File: src/rtl/div_pkg.sv
// Shared types and constants for the multi-cycle divider.
// Signed support is controlled by the DIV_SIGNED_EN macro in div.sv.
package div_pkg;

    localparam int REG_BUS        = 32;
    localparam int DOUBLE_REG_BUS = 64;
    localparam int CNT_W          = 6;

    localparam logic [CNT_W-1:0] ITER_LAST = 6'd32;

    localparam logic DIV_RESULT_READY     = 1'b1;
    localparam logic DIV_RESULT_NOT_READY = 1'b0;
    localparam logic DIV_START            = 1'b1;
    localparam logic DIV_STOP             = 1'b0;

    typedef enum logic [1:0] {
        DIV_FREE    = 2'b00,
        DIV_BY_ZERO = 2'b01,
        DIV_ON      = 2'b10,
        DIV_END     = 2'b11
    } div_state_e;

    function automatic logic [REG_BUS-1:0] negate(input logic [REG_BUS-1:0] v);
        return ~v + 32'd1;
    endfunction

endpackage

File: src/rtl/div.sv
// Restoring shift-subtract divider, one quotient bit per cycle, fixed latency.
// Define DIV_SIGNED_EN to honour signed_div_i; otherwise every divide is unsigned.
module div
    import div_pkg::*;
(
    input  logic                      clk,
    input  logic                      rst,
    input  logic                      signed_div_i,
    input  logic [REG_BUS-1:0]        opdata1_i,
    input  logic [REG_BUS-1:0]        opdata2_i,
    input  logic                      start_i,
    input  logic                      annul_i,
    output logic [DOUBLE_REG_BUS-1:0] result_o,
    output logic                      ready_o
);

    // Handshake: start_i is held high by EX from request until it has consumed
    // the result; ready_o/result_o are valid only in DIV_END and drop one edge
    // after start_i falls. annul_i aborts an operation in progress.

    div_state_e state;
    div_state_e state_next;

    logic [CNT_W-1:0]          cnt;
    logic [64:0]               dividend;
    logic [REG_BUS-1:0]        divisor;
    logic [DOUBLE_REG_BUS-1:0] result_q;

    logic [REG_BUS:0]   div_temp;
    logic [REG_BUS-1:0] op1_mag;
    logic [REG_BUS-1:0] op2_mag;
    logic [REG_BUS-1:0] quo_fix;
    logic [REG_BUS-1:0] rem_fix;
    logic               accept;
    logic               load_op;

`ifdef DIV_SIGNED_EN
    logic dvd_neg;
    logic quo_neg;

    assign op1_mag = (signed_div_i && opdata1_i[31]) ? negate(opdata1_i) : opdata1_i;
    assign op2_mag = (signed_div_i && opdata2_i[31]) ? negate(opdata2_i) : opdata2_i;
    assign quo_fix = quo_neg ? negate(dividend[31:0])  : dividend[31:0];
    assign rem_fix = dvd_neg ? negate(dividend[64:33]) : dividend[64:33];
`else
    logic unused_signed_div;

    assign unused_signed_div = signed_div_i;
    assign op1_mag = opdata1_i;
    assign op2_mag = opdata2_i;
    assign quo_fix = dividend[31:0];
    assign rem_fix = dividend[64:33];
`endif

    // Trial subtraction of the divisor from the current partial remainder.
    assign div_temp = {1'b0, dividend[63:32]} - {1'b0, divisor};

    assign accept  = (state == DIV_FREE) && (start_i == DIV_START) && !annul_i;
    assign load_op = accept && (opdata2_i != 32'd0);

    always_ff @(posedge clk) begin
        if (rst) begin
            state <= DIV_FREE;
        end else begin
            state <= state_next;
        end
    end

    always_comb begin
        state_next = state;
        case (state)
            DIV_FREE: begin
                if (accept) begin
                    state_next = (opdata2_i == 32'd0) ? DIV_BY_ZERO : DIV_ON;
                end
            end
            DIV_BY_ZERO: begin
                state_next = DIV_END;
            end
            DIV_ON: begin
                if (annul_i) begin
                    state_next = DIV_FREE;
                end else if (cnt == ITER_LAST) begin
                    state_next = DIV_END;
                end
            end
            DIV_END: begin
                if (start_i == DIV_STOP) begin
                    state_next = DIV_FREE;
                end
            end
            default: state_next = DIV_FREE;
        endcase
    end

    always_ff @(posedge clk) begin
        if (rst) begin
            cnt      <= '0;
            dividend <= '0;
            divisor  <= '0;
            result_q <= '0;
`ifdef DIV_SIGNED_EN
            dvd_neg  <= 1'b0;
            quo_neg  <= 1'b0;
`endif
        end else begin
            case (state)
                DIV_FREE: begin
                    if (load_op) begin
                        // Dividend sits in [32:1] so the first window sees its MSB.
                        dividend <= {32'd0, op1_mag, 1'b0};
                        divisor  <= op2_mag;
                        cnt      <= '0;
`ifdef DIV_SIGNED_EN
                        dvd_neg  <= signed_div_i & opdata1_i[31];
                        quo_neg  <= signed_div_i & (opdata1_i[31] ^ opdata2_i[31]);
`endif
                    end
                end
                DIV_BY_ZERO: begin
                    result_q <= '0;
                end
                DIV_ON: begin
                    if (!annul_i) begin
                        if (cnt != ITER_LAST) begin
                            if (div_temp[32]) begin
                                dividend <= {dividend[63:0], 1'b0};
                            end else begin
                                dividend <= {div_temp[31:0], dividend[31:0], 1'b1};
                            end
                            cnt <= cnt + 6'd1;
                        end else begin
                            result_q <= {rem_fix, quo_fix};
                        end
                    end
                end
                default: begin
                end
            endcase
        end
    end

    assign ready_o  = (state == DIV_END) ? DIV_RESULT_READY : DIV_RESULT_NOT_READY;
    assign result_o = (state == DIV_END) ? result_q : '0;

endmodule

File: config.mk
export PLATFORM = sky130hd
export DESIGN_NAME = div
export DESIGN_NICKNAME = d
export VERILOG_FILES = /design/src/rtl/div_pkg.sv /design/src/rtl/div.sv
export SDC_FILE = /design/constraint.sdc
export NUM_CORES = 1
export LEC_CHECK = 0
export ABC_CLOCK_PERIOD_IN_PS = 6600
export BUFFER_PORTS_ARGS = -buffer_cell sky130_fd_sc_hd__buf_4
export CELL_PAD_IN_SITES_DETAIL_PLACEMENT = 1
export CELL_PAD_IN_SITES_GLOBAL_PLACEMENT = 2
export CORE_MARGIN = 3
export CORE_UTILIZATION = 36
export CTS_CLUSTER_DIAMETER = 200
export DETAILED_ROUTE_END_ITERATION = 8
export PLACE_DENSITY = 0.86
export SLEW_MARGIN = 20
export SYNTH_ARGS = -nofsm -noshare
export SYNTH_HDL_FRONTEND = slang
export SYNTH_SLANG_ARGS = --single-unit
File: constraint.sdc
create_clock -name clk -period 6.6 [get_ports clk]
set_input_delay 0.66 -clock clk [delete_from_list [all_inputs] [get_ports clk]]
set_output_delay 0.66 -clock clk [all_outputs]
set_load 0.02 [all_outputs]
==> results of run 1 <==
==> cell type report <==
type / instances / area [sq um]
Clock buffer: 17 / 425
Clock inverter: 15 / 175
Fill cell: 2911 / 13200
Inverter: 45 / 169
Multi-Input combinational cell: 795 / 4870
Sequential cell: 169 / 3390
Tap cell: 319 / 399
Timing Repair Buffer: 143 / 1070
==> per-stage QoR <==
step / cells / power, W
detailed placement: 1471 / 0.00154
CTS: 1503 / 0.00258
floorplan: 1092 / 0.00141
global route: 1503 / 0.00267
finish: 1503 / 0.00256
global placement: 1471 / 0.00153
==> sequential cells by signal, indices dropped and copies added, names as in the netlist <==
register / cells
dividend: 65
cnt: 6
divisor: 32
state: 2
result_q: 64
==> synth_stat cells (9+ instances only) <==
| cell | count | area [sq um] |
|---|---|---|
| dfxtp_1 | 169 | 3380 |
| nor2_1 | 163 | 612 |
| nand2_1 | 115 | 432 |
| clkbuf_1 | 67 | 251 |
| and3_1 | 66 | 413 |
| a22oi_1 | 63 | 473 |
| a21oi_1 | 59 | 295 |
| inv_1 | 45 | 169 |
| mux2i_1 | 39 | 390 |
| o21ai_0 | 36 | 180 |
| ha_1 | 34 | 425 |
| nand3_1 | 23 | 115 |
| a311oi_1 | 18 | 158 |
| a31oi_1 | 17 | 106 |
| xor2_1 | 15 | 131 |
| a21o_1 | 14 | 105 |
| o21ai_1 | 14 | 70.1 |
| xnor2_1 | 11 | 96.3 |
| nand2b_1 | 10 | 62.6 |
| nand4_1 | 9 | 56.3 |
==> logic make-up (layout without fill, tap and decap cells) <==
kind of cell | after synthesis | after routing
adder cells (fa/ha/maj) | 35 | 35
XOR/XNOR | 26 | 26
flip-flops | 169 | 169
multiplexers | 40 | 40
AO/OA/AOI/OAI | 273 | 273
AND/OR/NAND/NOR | 421 | 421
buffers and inverters | 128 | 220
==> per-layer routing <==
metal	share of wire (%)	track usage, %	wire [um]	up-vias
li1	-	-	-	4024
met2	47	34.4	12700	134
met1	48	27.6	13000	3969
met5	0	0	0	-
met3	3.6	3.06	976	31
met4	1.6	5.62	438	0
==> tightest hold or removal path: cells and delay by family <==
kind	cells	cell delay (ns)
buffers and inverters	1	0.09
muxes	1	0.06
and+or+nand+nor	1	0.07
==> report_power, final <==
part           switching (W)  internal [W]  leakage [nW]  total, W
Combinational       0.000273      0.000167          2.83  0.000441
Clock               0.000494      0.000543         0.295   0.00104
Sequential         0.0000269       0.00105          1.37   0.00108
==> path summary, 6_finish.rpt <==
path,slack (ns),cells after the start,endpoint,startpoint
max,2.27,7,dividend[45]$_SDFFE_PP0P_,opdata2_i[31]
min,0.46,3,divisor[14]$_SDFFE_PP0P_,opdata2_i[14]
max reg2reg,3.13,8,cnt[4]$_SDFFE_PP0P_,state[1]$_SDFFE_PP0P_
min reg2reg,0.49,2,dividend[5]$_SDFFE_PP0P_,dividend[4]$_SDFFE_PP0P_
==> metrics.txt, run 1 <==
Core ar.=between 20000 and 25000 sq um; status=complete, no violations; Post-CTS Hold Buffers=0; die area=26200 sq um; CTS Buf Count=17; final hold violation count=0; number of max-cap violations=0; Arr. time, crit path=approximately 4.6 ns; Synth Area in Compound Gates=roughly a fifth; yosys warns=0; Final HPWL DP=roughly 18 mm; drt pass-1 iters=5; crit path max fanout=23; fraction of registers with async set/reset=0%; Seq/Total Area, Yosys=between 30% and 40%; critical path endpoint category=register; routed wire length=27.2 mm; Final min period=~4.3 ns; I/O Pins=134; commonest non-fill, non-tap cell in the layout=dfxtp_1; syn_area_per_cell=8.00 sq um; crit share post-route=65.7%; Pwr Density=about 240 nW/um^2; initial antenna violation count=0; fin area=roughly 10000 sq um; first-pass GRT wire length=43.8 mm; Clock transition at path regs=~0.080 ns; dpl cell area=between 9000 and 10000 sq um; worst-case clock buffer depth=2; Pins Over Slew Limit=0; fmax=approximately 230 MHz; DR DRC count=0; CTS root buf=clkbuf_16; gpl congestion=just over 0.8; HP Class=primary input to register; crit path kind=primary input to register; Synth Area in Adders=~5.1%; chip width=around 160 um; xor/xnor cell area share of the yosys netlist=2.61%; Area growth syn-to-layout=20.1%; vias=slightly above 8000; synth unique cells=62; RSZ-0062 raised after global routing=false; Setup WS pre-CTS=roughly 1.8 ns; vias per inst=approximately 5.4; Initial DRC Count=425; PnR worst setup slack=between 2 and 2.5 ns; Clock Sinks=169; pin count of the biggest net entering global routing=87; Synth Register Bits=approximately 170; Critical Path RT=6.88 ns; post-CTS setup buffer count=0; cts repair resizes=0; Rows=56; crit-path cells=buf_4 > nor4_1 > nand4_1 > nor3_1 > or4_1 > or3_1 > o21ai_0; mux share of post-synthesis cell area=under 10%; Initial Util=a little under two fifths; Total Nets Final=1275; vias in the first global route=between 8000 and 9000; share of layout cells above drive strength 1=~16%; number of synthesized flops with an enable pin=0; drt wl/cell=between 15 and 20 um; Critical-path top delay cell=or3_1; Post-Syn Area=8740 sq um; clk_lat worst skew=about 0.45 ns; post-route ant nets=0; delay-heaviest family, CP=simple AND/OR/NAND/NOR gates; Max rail drop VDD=~0.15 mV; setup_tns=0 ns; headroom to the max-slew limit=between 30% and 40%; commonest cells after routing, fill and taps aside=dfxtp_1 (167), nor2_1 (162), buf_4 (143); IO buf count=about 130; H-tree depth=4; aggregate global-route resource usage=roughly 20%; crit path launch type=primary input; Syn Inst Count=~1100; worst-margin pin slew=~1.0 ns; main combinational cell family by area after synthesis=simple AND/OR/NAND/NOR gates; CTS tree=yes; WP buf/inv=1; leak pwr=around 4.5 nW; critical path's largest stage delay=0.90 ns; Post-Synth Simple-Gate Area=between 20 and 25%; Util after Layout=between 40% and 50%; antenna cells=0; Final setup viols=0; clk_skew=about 0.018 ns; gr ovfl total=0; Top FF cell, synth=dfxtp_1; Syn Nets=roughly 1200; WHS=0.460 ns; Die Ht=~160 um
No activity file was read; power rests on OpenSTA's default activity.
==> run 2: changes to the inputs <==
--- a/config.mk
+++ b/config.mk
@@ -5,15 +5,15 @@
 export SDC_FILE = /design/constraint.sdc
 export NUM_CORES = 1
 export LEC_CHECK = 0
-export ABC_CLOCK_PERIOD_IN_PS = 6600
+export ABC_CLOCK_PERIOD_IN_PS = 4150
 export BUFFER_PORTS_ARGS = -buffer_cell sky130_fd_sc_hd__buf_4
 export CELL_PAD_IN_SITES_DETAIL_PLACEMENT = 1
 export CELL_PAD_IN_SITES_GLOBAL_PLACEMENT = 2
 export CORE_MARGIN = 3
-export CORE_UTILIZATION = 36
+export CORE_UTILIZATION = 34
 export CTS_CLUSTER_DIAMETER = 200
 export DETAILED_ROUTE_END_ITERATION = 8
-export PLACE_DENSITY = 0.86
+export PLACE_DENSITY = 0.82
 export SLEW_MARGIN = 20
 export SYNTH_ARGS = -nofsm -noshare
 export SYNTH_HDL_FRONTEND = slang
==> constraint.sdc (replaced) <==
create_clock -name clk -period 4.15 [get_ports clk]
set_input_delay 0.415 -clock clk [delete_from_list [all_inputs] [get_ports clk]]
set_output_delay 0.415 -clock clk [all_outputs]
set_load 0.02 [all_outputs]
==> metrics.txt, run 2 (synthesized netlist as in run 1, its figures left out) <==
status=complete, no violations; initial antenna violation count=0 (unchanged); CTS Buf Count=17 (unchanged); worst-case clock buffer depth=2 (unchanged); I/O Pins=134 (unchanged); share of layout cells above drive strength 1=16.8% (+0.93 points); Total Nets Final=1287 (+0.94%); CTS tree=yes; aggregate global-route resource usage=19.9% (-0.56 points); Sequential cell area=3390 sq um (unchanged); vias per inst=5.40 (-0.51%); clk_skew=0.0187 ns (+0.000958 ns); Most common cell on crit path=o21ai_0; worst r2r src=dividend[32]$_SDFFE_PP0P_; chip width=166 um (+2.8%); non-filler cells, final=1526 (+1.5%); Critical-path top delay cell=fa_1; area taken by multi-input logic gates=4860 sq um (-0.10%); IO buf count=132 (unchanged); DR DRC count=0 (unchanged); leak pwr=4.55 nW (+1.3%); Pins Over Slew Limit=0 (unchanged); critical path's largest stage delay=0.41 ns (-0.49 ns); fin area=10600 sq um (+1.2%); final hold violation count=0 (unchanged); Final min period=3.38 ns; max reg flops=65 (unchanged); dpl cell area=10000 sq um (+1.5%); setup_tns=0 ns (unchanged); cts repair resizes=0 (unchanged); drt pass-1 iters=5 (unchanged); Final HPWL DP=19.0 mm (+3.9%); Area growth syn-to-layout=21.5%; Regs by FF count=dividend: 65 flops, result_q: 64 flops, divisor: 32 flops; delay-heaviest family, CP=simple AND/OR/NAND/NOR gates; Pwr Density=381 nW/um^2 (+57%); Critical Path RT=4.48 ns (-2.40 ns); crit share post-route=around four fifths; post-route ant nets=0 (unchanged); vias in the first global route=8503 (+2.5%); gr ovfl total=0 (unchanged); vias=8241 (+1.0%); pin count of the biggest net entering global routing=89 (+2.3%); Max rail drop VDD=0.201 mV (+36%); fmax=296 MHz; dpl cells=1494 (+1.6%); drt wl/cell=18.2 um (+0.65%); Clock transition at path regs=0.07 ns (about the same); largest reg by FF count=dividend; Arr. time, crit path=3.72 ns (-0.90 ns); Initial Util=34.6% (-2.3 points); headroom to the max-slew limit=36.1% (+5.2 points); critical path endpoint category=register; gpl congestion=0.836 (+1.4%); WP buf/inv=2 (+1); crit-path cells=inv_1 > ha_1 > fa_1 > nand2b_1 > a21oi_1 > o21ai_0 > nand3_1 > a31o_1 > nand2_2 > buf_4 > nand2_1 > o21ai_0 > a22o_1; H-tree depth=4 (unchanged); crit path kind=register to register; commonest non-fill, non-tap cell in the layout=dfxtp_1; worst-margin pin slew=0.959 ns (-0.0686 ns); Initial DRC Count=445 (+4.7%); Clock Sinks=169 (unchanged); WHS=0.221 ns (-0.239 ns); hold_sp=opdata2_i[18]; routed wire length=27.8 mm (+2.2%); commonest cells after routing, fill and taps aside=dfxtp_1 (167), nor2_1 (162), buf_4 (152); antenna cells=0 (unchanged); post-CTS setup buffer count=0 (unchanged); HP Class=primary input to register; Die Ht=166 um (+2.8%); crit path launch=dividend[32]$_SDFFE_PP0P_; crit path max fanout=27 (+17%); number of max-cap violations=0 (unchanged); # fillers=2993 (+2.8%); first-pass GRT wire length=45.9 mm (+4.6%); clk_lat worst skew=0.44 ns (about the same); crit path launch type=register; Post-CTS Hold Buffers=0 (unchanged); RSZ-0062 raised after global routing=false; Final setup viols=0 (unchanged); Rows=58 (+3.6%); Core ar.=25300 sq um (+6.6%); total power=0.00405 W (+59%); CTS root buf=clkbuf_16; die area=27700 sq um (+5.7%)
## run 2: path summary, 6_finish.rpt
path                               end  slack, ns  depth (start not counted)
max          dividend[33]$_SDFFE_PP0P_       0.77                         13
min           divisor[18]$_SDFFE_PP0P_       0.22                          3
max reg2reg  dividend[33]$_SDFFE_PP0P_       0.77                         13
min reg2reg  dividend[55]$_SDFFE_PP0P_       0.49                          2
## run 2: layout make-up
class                      count  area share, %
multi-input combinational    795           45.8
timing repair buffer         155           11.3
inverter                      45           1.59
clock inverter                14           1.41
sequential                   169           31.9
clock buffer                  18           4.13
tap                          330           3.89
## run 2: stage by stage
step / worst slack [ns] / util, %
detailed placement: 0.768 / 39.7
global placement: 0.799 / 39.5
global route: 0.490 / 42.1
floorplan: 1.59 / -
CTS: 0.759 / 42.1
finish: 0.768 / 42.1
## run 2: layer usage
| layer | up-vias | wire length [um] | track usage [%] |
|---|---|---|---|
| li1 | 4045 | - | - |
| met1 | 4043 | 13600 | 27.4 |
| met2 | 136 | 13000 | 33.1 |
| met3 | 17 | 864 | 3.24 |
| met4 | 0 | 348 | 4.48 |
| met5 | - | 0 | 0 |
## run 2: power by group
part | total, W | switching (W) | internal [W]
combinational | 0.000723 | 0.000440 | 0.000283
clock | 0.00161 | 0.000788 | 0.000821
sequential | 0.00172 | 0.0000482 | 0.00167
## run 2: worst reg2reg max path: cells and delay by family, from the launching register on
family          cells  cell delay, ns
flops               1            0.36
compound gates      5            0.92
buf+inv             2            0.45
simple gates        4            0.92
fa+ha+maj           2            0.62
